==> config.mk <==
export PLATFORM = sky130hd
export DESIGN_NAME = rom_fetch_arbiter_flat
export DESIGN_NICKNAME = d
export VERILOG_FILES = /design/src/rtl/rom_fetch_arbiter_if.sv /design/src/rtl/rom_fetch_arbiter.sv /design/src/flat_wrapper.sv
export SDC_FILE = /design/constraint.sdc
export NUM_CORES = 1
export LEC_CHECK = 0
export CORE_UTILIZATION = 36
export CTS_CLUSTER_DIAMETER = 100
export DETAILED_ROUTE_END_ITERATION = 8
export PLACE_DENSITY_LB_ADDON = 0.15
export RECOVER_POWER = 50
export SYNTH_ARGS = -nofsm -noshare
export SYNTH_HDL_FRONTEND = slang
export SYNTH_SLANG_ARGS = --single-unit
export TNS_END_PERCENT = 1
==> constraint.sdc <==
create_clock -name clk -period 1.25 [get_ports clk]
set_clock_uncertainty 0.2 [all_clocks]
set_input_delay 0.3125 -clock clk [delete_from_list [all_inputs] [get_ports clk]]
set_output_delay 0.3125 -clock clk [all_outputs]
set_load 0.01 [all_outputs]
==> src/rtl/rom_fetch_arbiter_if.sv <==
// Bundles the two requester ports and the ROM bus of rom_fetch_arbiter.
// master: the requesters and the ROM; slave: the arbiter.
interface rom_fetch_arbiter_if #(
    parameter int AW = 11,
    parameter int DW = 14
);
    logic          fetch_req;
    logic [AW-1:0] fetch_addr;
    logic          fetch_gnt;
    logic          fetch_rvalid;
    logic [DW-1:0] fetch_rdata;

    logic          dbg_req;
    logic [AW-1:0] dbg_addr;
    logic          dbg_gnt;
    logic          dbg_rvalid;
    logic [DW-1:0] dbg_rdata;

    logic [AW-1:0] rom_addr;
    logic [DW-1:0] rom_data;
    logic          oor_err;

    modport master (
        output fetch_req, fetch_addr, dbg_req, dbg_addr, rom_data,
        input  fetch_gnt, fetch_rvalid, fetch_rdata,
        input  dbg_gnt, dbg_rvalid, dbg_rdata, rom_addr, oor_err
    );

    modport slave (
        input  fetch_req, fetch_addr, dbg_req, dbg_addr, rom_data,
        output fetch_gnt, fetch_rvalid, fetch_rdata,
        output dbg_gnt, dbg_rvalid, dbg_rdata, rom_addr, oor_err
    );
endinterface

==> src/rtl/rom_fetch_arbiter.sv <==
// rom_fetch_arbiter: shares the combinational program ROM between the core
// fetch port and the debug readback port. One read every two cycles, fetch
// has priority over debug.
// Optional build macro ROM_ARB_STARVE_EN: debug is forced to win once it has
// lost STARVE_MAX arbitrations in a row.
//
// state | meaning
// IDLE  | may grant one requester (combinational grant)
// BUSY  | ROM addressed with addr_q; word captured at the end of this cycle
module rom_fetch_arbiter #(
    parameter int AW         = 11,
    parameter int DW         = 14,
    parameter int ROM_DEPTH  = 2048,
    parameter int STARVE_MAX = 4
) (
    input logic                clk,
    input logic                rst_n,
    rom_fetch_arbiter_if.slave bus
);
    typedef enum logic {IDLE = 1'b0, BUSY = 1'b1} state_t;

    localparam logic [AW:0] DEPTH_LIM = (AW + 1)'(ROM_DEPTH);

    state_t        state_q, state_d;
    logic [AW-1:0] addr_q;
    logic          own_dbg_q;
    logic          oor_q;
    logic          force_dbg;
    logic          any_gnt;
    logic [AW-1:0] gnt_addr;
    logic          gnt_oor;

    assign any_gnt      = bus.fetch_gnt | bus.dbg_gnt;
    assign gnt_addr     = bus.dbg_gnt ? bus.dbg_addr : bus.fetch_addr;
    assign gnt_oor      = ({1'b0, gnt_addr} >= DEPTH_LIM);
    assign bus.rom_addr = addr_q;

`ifdef ROM_ARB_STARVE_EN
    localparam int SW = $clog2(STARVE_MAX + 1);

    logic [SW-1:0] starve_cnt;

    assign force_dbg = (starve_cnt == SW'(STARVE_MAX));

    // count debug losses to fetch; any debug grant restarts the count
    always_ff @(posedge clk or negedge rst_n) begin
        if (!rst_n) begin
            starve_cnt <= '0;
        end else if (bus.dbg_gnt) begin
            starve_cnt <= '0;
        end else if (bus.fetch_gnt && bus.dbg_req && (starve_cnt != SW'(STARVE_MAX))) begin
            starve_cnt <= starve_cnt + SW'(1);
        end
    end
`else
    // strict priority: debug is never forced ahead of fetch, STARVE_MAX unused
    assign force_dbg = (STARVE_MAX < 0);
`endif

    // state register
    always_ff @(posedge clk or negedge rst_n) begin
        if (!rst_n) state_q <= IDLE;
        else        state_q <= state_d;
    end

    // next state: a grant starts a two-cycle read
    always_comb begin
        state_d = state_q;
        case (state_q)
            IDLE:    if (any_gnt) state_d = BUSY;
            BUSY:    state_d = IDLE;
            default: state_d = IDLE;
        endcase
    end

    // grant decode: at most one grant, only in IDLE
    always_comb begin
        bus.fetch_gnt = 1'b0;
        bus.dbg_gnt   = 1'b0;
        if (state_q == IDLE) begin
            if (bus.dbg_req && (force_dbg || !bus.fetch_req)) bus.dbg_gnt = 1'b1;
            else if (bus.fetch_req)                            bus.fetch_gnt = 1'b1;
        end
    end

    // latch the granted read, then return the ROM word to its owner
    always_ff @(posedge clk or negedge rst_n) begin
        if (!rst_n) begin
            addr_q           <= '0;
            own_dbg_q        <= 1'b0;
            oor_q            <= 1'b0;
            bus.oor_err      <= 1'b0;
            bus.fetch_rvalid <= 1'b0;
            bus.dbg_rvalid   <= 1'b0;
            bus.fetch_rdata  <= '0;
            bus.dbg_rdata    <= '0;
        end else begin
            bus.fetch_rvalid <= 1'b0;
            bus.dbg_rvalid   <= 1'b0;
            if (any_gnt) begin
                addr_q    <= gnt_addr;
                own_dbg_q <= bus.dbg_gnt;
                oor_q     <= gnt_oor;
                if (gnt_oor) bus.oor_err <= 1'b1;
            end
            if (state_q == BUSY) begin
                // out-of-range words read as zero whatever the ROM drives
                if (own_dbg_q) begin
                    bus.dbg_rvalid <= 1'b1;
                    bus.dbg_rdata  <= oor_q ? '0 : bus.rom_data;
                end else begin
                    bus.fetch_rvalid <= 1'b1;
                    bus.fetch_rdata  <= oor_q ? '0 : bus.rom_data;
                end
            end
        end
    end
endmodule

==> src/flat_wrapper.sv <==
// flat-port wrapper written by rule: the top's interface ports become plain ports
module rom_fetch_arbiter_flat 
#(
    parameter int AW         = 11,
    parameter int DW         = 14,
    parameter int ROM_DEPTH  = 2048,
    parameter int STARVE_MAX = 4
)
  (clk, rst_n, bus_fetch_req, bus_fetch_addr, bus_dbg_req, bus_dbg_addr, bus_rom_data, bus_fetch_gnt, bus_fetch_rvalid, bus_fetch_rdata, bus_dbg_gnt, bus_dbg_rvalid, bus_dbg_rdata, bus_rom_addr, bus_oor_err);
  rom_fetch_arbiter_if #(.AW(AW), .DW(DW)) bus_i ();
  input logic clk;
  input logic rst_n;
  input wire logic [$bits(bus_i.fetch_req)-1:0] bus_fetch_req;
  input wire logic [$bits(bus_i.fetch_addr)-1:0] bus_fetch_addr;
  input wire logic [$bits(bus_i.dbg_req)-1:0] bus_dbg_req;
  input wire logic [$bits(bus_i.dbg_addr)-1:0] bus_dbg_addr;
  input wire logic [$bits(bus_i.rom_data)-1:0] bus_rom_data;
  output wire logic [$bits(bus_i.fetch_gnt)-1:0] bus_fetch_gnt;
  output wire logic [$bits(bus_i.fetch_rvalid)-1:0] bus_fetch_rvalid;
  output wire logic [$bits(bus_i.fetch_rdata)-1:0] bus_fetch_rdata;
  output wire logic [$bits(bus_i.dbg_gnt)-1:0] bus_dbg_gnt;
  output wire logic [$bits(bus_i.dbg_rvalid)-1:0] bus_dbg_rvalid;
  output wire logic [$bits(bus_i.dbg_rdata)-1:0] bus_dbg_rdata;
  output wire logic [$bits(bus_i.rom_addr)-1:0] bus_rom_addr;
  output wire logic [$bits(bus_i.oor_err)-1:0] bus_oor_err;
  assign bus_i.fetch_req = bus_fetch_req;
  assign bus_i.fetch_addr = bus_fetch_addr;
  assign bus_i.dbg_req = bus_dbg_req;
  assign bus_i.dbg_addr = bus_dbg_addr;
  assign bus_i.rom_data = bus_rom_data;
  assign bus_fetch_gnt = bus_i.fetch_gnt;
  assign bus_fetch_rvalid = bus_i.fetch_rvalid;
  assign bus_fetch_rdata = bus_i.fetch_rdata;
  assign bus_dbg_gnt = bus_i.dbg_gnt;
  assign bus_dbg_rvalid = bus_i.dbg_rvalid;
  assign bus_dbg_rdata = bus_i.dbg_rdata;
  assign bus_rom_addr = bus_i.rom_addr;
  assign bus_oor_err = bus_i.oor_err;
  rom_fetch_arbiter #(.AW(AW), .DW(DW), .ROM_DEPTH(ROM_DEPTH), .STARVE_MAX(STARVE_MAX)) u_core (.clk(clk), .rst_n(rst_n), .bus(bus_i));
endmodule
Yosys cells after proc, flatten, opt, wreduce, memory -nomap -nowiden:

Cells that the tools add are included.

* bits in registers: 43
* latch bits: 0
* bits in writable memories: 0
* bits in read-only memories: 0
* input port bits: 40
* output and inout bits: 44
* word-level logic and storage cells: 26
* memories: 0

* $add $sub $neg: 0
* $mul: 0
* div/mod/pow operators: 0
* magnitude comparators: 0
* equality and inequality tests: 0
* shifts and indexed selects: 0
* mux-type cells: 12
* bitwise operators: 3
* reductions and logical operators: 4

Operator list (count)
* $mux W11: 1
* $mux W1: 10
* $reduce_and A2 Y1: 2
* $not A1 Y1: 2
* $pmux W1 S2: 1
* $logic_and A1 B1 Y1: 1
* $logic_not A1 Y1: 1
* $or A1 B1 Y1: 1

Depth between registers and ports, before layout:

* depth in word-level cells: 7
* mapped depth: 5
* mapped depth without buffers: 3

Worst setup path after synthesis:

Ideal clock, no wire load.

* kind: register to output
* start point: register u_core.state_q
* end point: output port bus_dbg_gnt
* data arrival time: 0.935 ns
* setup slack: -0.198 ns
* stages on the path, launching flop included: 4
* path through: dfrtp_1 -> nand2b_1 -> buf_4 -> nor2_1

* word-level cells in the longest chain between the ends: 1

RTL lines
* start: declaration: line rom_fetch_arbiter.sv:24 `state_t state_q, state_d;`
* start signal: assignment: line rom_fetch_arbiter.sv:63 `else state_q <= state_d;`
* $mux W1: line rom_fetch_arbiter.sv:80 `if (state_q == IDLE) begin`
* end: declaration: line flat_wrapper.sv:21 `output wire logic [$bits(bus_i.dbg_gnt)-1:0] bus_dbg_gnt;`

No other way between the ends.

Final worst setup path:

Ends and elaborated chain as after synthesis.

==> flow_metrics.tcl <==
set metrics [dict create \
    outcome "complete, but fails checks" \
    violations "setup timing" \
    routed_wl_um 4540 \
    htreeDepth 2 \
    dp_slack_ns -0.817 \
    die-area_um2 5160 \
    period_share_pct 125 \
    critical-path-slowest-cell "dfrtp_1" \
    power_switching_uw 1380 \
    syn_to_final_growth_pct 59.5 \
    ioPinCount 84 \
    arrival_ns 1.04 \
    start_util_pct 37.2 \
    seq_area_frac_synth_pct 61.3 \
    power_density_nw_per_um2 1680 \
    combinationalPowerShare_pct 35.9 \
    gp_congestion 0.819 \
    synth.distinct_cells 14 \
    drv_slew 0 \
    clockRootBuffer "clkbuf_8" \
    initialDrtViolationCount 74 \
    seq_power_share_pct 42.6 \
    hp-class "reg2reg" \
    rows 25 \
    intPower_uw 3340 \
    whs_ns 0.303 \
    cp_max_fo 3 \
    dpl.hpwl_um 3310 \
    timing.fmax_mhz 642 \
    required_ns 0.74 \
    syn_nets 179 \
    clock-sinks 43 \
    grt_use_total_pct 18.5 \
    synth_cells 139 \
    cap_viol_max_count 0 \
    clock_power_share_pct 21.5 \
    fin_crit_ns 1.56 \
    via_per_inst 4.77 \
    ir_worst_vdd_mv 0.869 \
    post-route-drc-count 0 \
    nFillCells 398 \
    portBuffers 82 \
    diodes 0 \
    setup_viol 82 \
    fin_nets 284 \
    clk_path_buf_depth 2 \
    cts_inserted_buffers 5 \
    endpoint_kind "output pin" \
    slowest_delay_ns 0.40 \
    grt.overflow.total 0 \
    sw_frac_of_total_pct 29.2 \
    crit_path_start_kind "flip-flop" \
    grt_pass1_wl_um 7250 \
    grt_pass1_vias 1578 \
    wl_per_cell_um 14.6 \
    insertion_delay_ns 0.28 \
    clk_pin_slew_worst_paths_ns 0.08 \
    drive_above_1_share_pct 46.3 \
    rsz0062_at_grt "yes" \
    fp.dieW_um 71.9 \
    synth_area_um2 1760 \
    worst_slack_ns -0.307 \
    hold_violations 0 \
    coreArea_um2 4720 \
    crit_type "reg2out" \
    synth_seq_cells 43 \
    grt_start_max_net_pins 44 \
    synth_top_area_share_pct 61.3 \
    yosys-top-cells-area "dfrtp_1 (61%), mux2_2 (18%), nor3_1 (9.4%)" \
    postRouteAntennaNets 0 \
    cts_tree "done" \
    dr.pass1.iters 4 \
    crit_chain "nand2b_4 > nor2_4 > buf_6" \
    die_h_um 71.9 \
    antenna_found_initial 0 \
    cts_setup_buffers 0 \
    ys_warn_count 0 \
    p_leak_uw 0.00127 \
    yosysTopAreaCell "dfrtp_1" \
    power_uw 4720 \
    avgSynthCellArea_um2 12.6 \
    via_count 1483 \
]
-- stage by stage --
stage          setup TNS (ns)  util [%]  std cells  cell area [um^2]
2_1_floorplan           -1.83         -        139              1770
3_3_place_gp           -16.95      59.9        303              2830
6_report                -9.10      59.3        311              2800
5_1_grt                -13.06      59.3        311              2800
4_1_cts                -10.34      58.9        311              2780
3_5_place_dp           -18.24      59.9        303              2830
-- logic make-up (layout without fill, tap and decap cells) --
family	Yosys count	count (layout)	synth area share (%)
other	1	1	0.213
multiplexers	28	28	17.9
buffers and inverters	15	120	4.91
AO/OA/AOI/OAI	12	12	4.20
AND/OR/NAND/NOR	40	40	11.5
flip-flops	43	43	61.3
-- cell usage in the layout, fill, tap and decap left out --
| cell type | netlist | routed |
|---|---|---|
| buf_2 | 3 | 35 |
| clkbuf_2 | 0 | 1 |
| mux2_2 | 28 | 27 |
| nand2_2 | 2 | 1 |
| mux2_4 | 0 | 1 |
| nor3_1 | 33 | 30 |
| nand2b_4 | 0 | 2 |
| buf_6 | 2 | 9 |
| inv_2 | 0 | 1 |
| conb_1 | 1 | 1 |
| o22ai_2 | 0 | 1 |
| nor3_2 | 0 | 3 |
| inv_1 | 5 | 4 |
| nor2_1 | 3 | 2 |
| clkbuf_8 | 0 | 5 |
| bufinv_16 | 0 | 1 |
| dlygate4sd3_1 | 0 | 1 |
| nor2_4 | 0 | 1 |
| clkbuf_1 | 2 | 1 |
| dlygate4sd2_1 | 0 | 2 |
| dfrtp_1 | 43 | 43 |
| buf_4 | 3 | 22 |
| buf_12 | 0 | 2 |
| nand2_4 | 0 | 1 |
| clkdlybuf4s50_1 | 0 | 36 |
| o22ai_1 | 11 | 10 |
| a21oi_1 | 1 | 1 |
-- flip-flops by register name, indices dropped and copies added (netlist names) --
signal,count
u_core.own_dbg_q,1
u_core.bus.dbg_rvalid,1
u_core.bus.fetch_rdata,14
u_core.bus.dbg_rdata,14
u_core.bus.fetch_rvalid,1
u_core.bus.rom_addr,11
u_core.state_q,1
-- cell usage after synthesis (all sizes together) --
cell	count
a21oi	1
buf	8
clkbuf	2
conb	1
dfrtp	43
inv	5
mux2	28
nand2	2
nand2b	2
nor2	3
nor3	33
o22ai	11
-- critical path: cells and delay by family (launching register included) --
kind | cells | cell delay (ns)
DFF | 1 | 0.40
and+or+nand+nor | 2 | 0.25
buffers and inverters | 1 | 0.11
-- per-layer routing --
layer | global-route usage, % | wire length (um) | part of all wire (%)
met2 | 30.7 | 2340 | 52
met5 | 0 | 0 | 0
met1 | 22.3 | 1840 | 41
met4 | 7.41 | 65 | 1.4
met3 | 5.91 | 292 | 6.4
-- what timing repair did --
| action | 4_1_cts | 5_1_grt |
|---|---|---|
| gates resized for setup | 184 | 5 |
| hold endpoints to repair | 43 | 0 |
| setup endpoints to repair | 83 | 83 |
| hold buffers | 1 | 0 |
-- power by group through the flow --
stage / logic (uW) / clock network [uW] / registers [uW]
2_1_floorplan: 535 / 0 / 2230
3_3_place_gp: 1970 / 0 / 2010
3_5_place_dp: 2010 / 0 / 2040
4_1_cts: 1680 / 1050 / 2000
5_1_grt: 1820 / 1110 / 2060
6_report: 1700 / 1010 / 2010
-- path summary, 6_finish.rpt --
path / to / startpoint / depth (start not counted) / slack [ns]
min reg2reg: u_core.bus.fetch_rdata[11] / u_core.bus.fetch_rdata[11] / 1 / 0.30
max: bus_dbg_gnt / u_core.state_q / 3 / -0.31
max reg2reg: u_core.bus.dbg_rdata[11] / u_core.state_q / 4 / -0.21
min in group asynchronous: u_core.bus.rom_addr[2] / rst_n / 3 / 0.38
min: u_core.bus.fetch_rdata[11] / u_core.bus.fetch_rdata[11] / 1 / 0.30
max in group asynchronous: u_core.bus.fetch_rdata[12] / rst_n / 3 / 0.18
-- cell type report --
class | instances | area, um^2 | area share (%)
multi-input combinational | 81 | 647 | 23.1
clock inverter | 1 | 30.0 | 1.07
inverter | 5 | 18.8 | 0.670
clock buffer | 6 | 72.6 | 2.59
timing repair buffer | 108 | 875 | 31.2
sequential | 43 | 1080 | 38.4
tap | 67 | 83.8 | 2.99
Note: power is estimated with default switching activity, not from simulation.
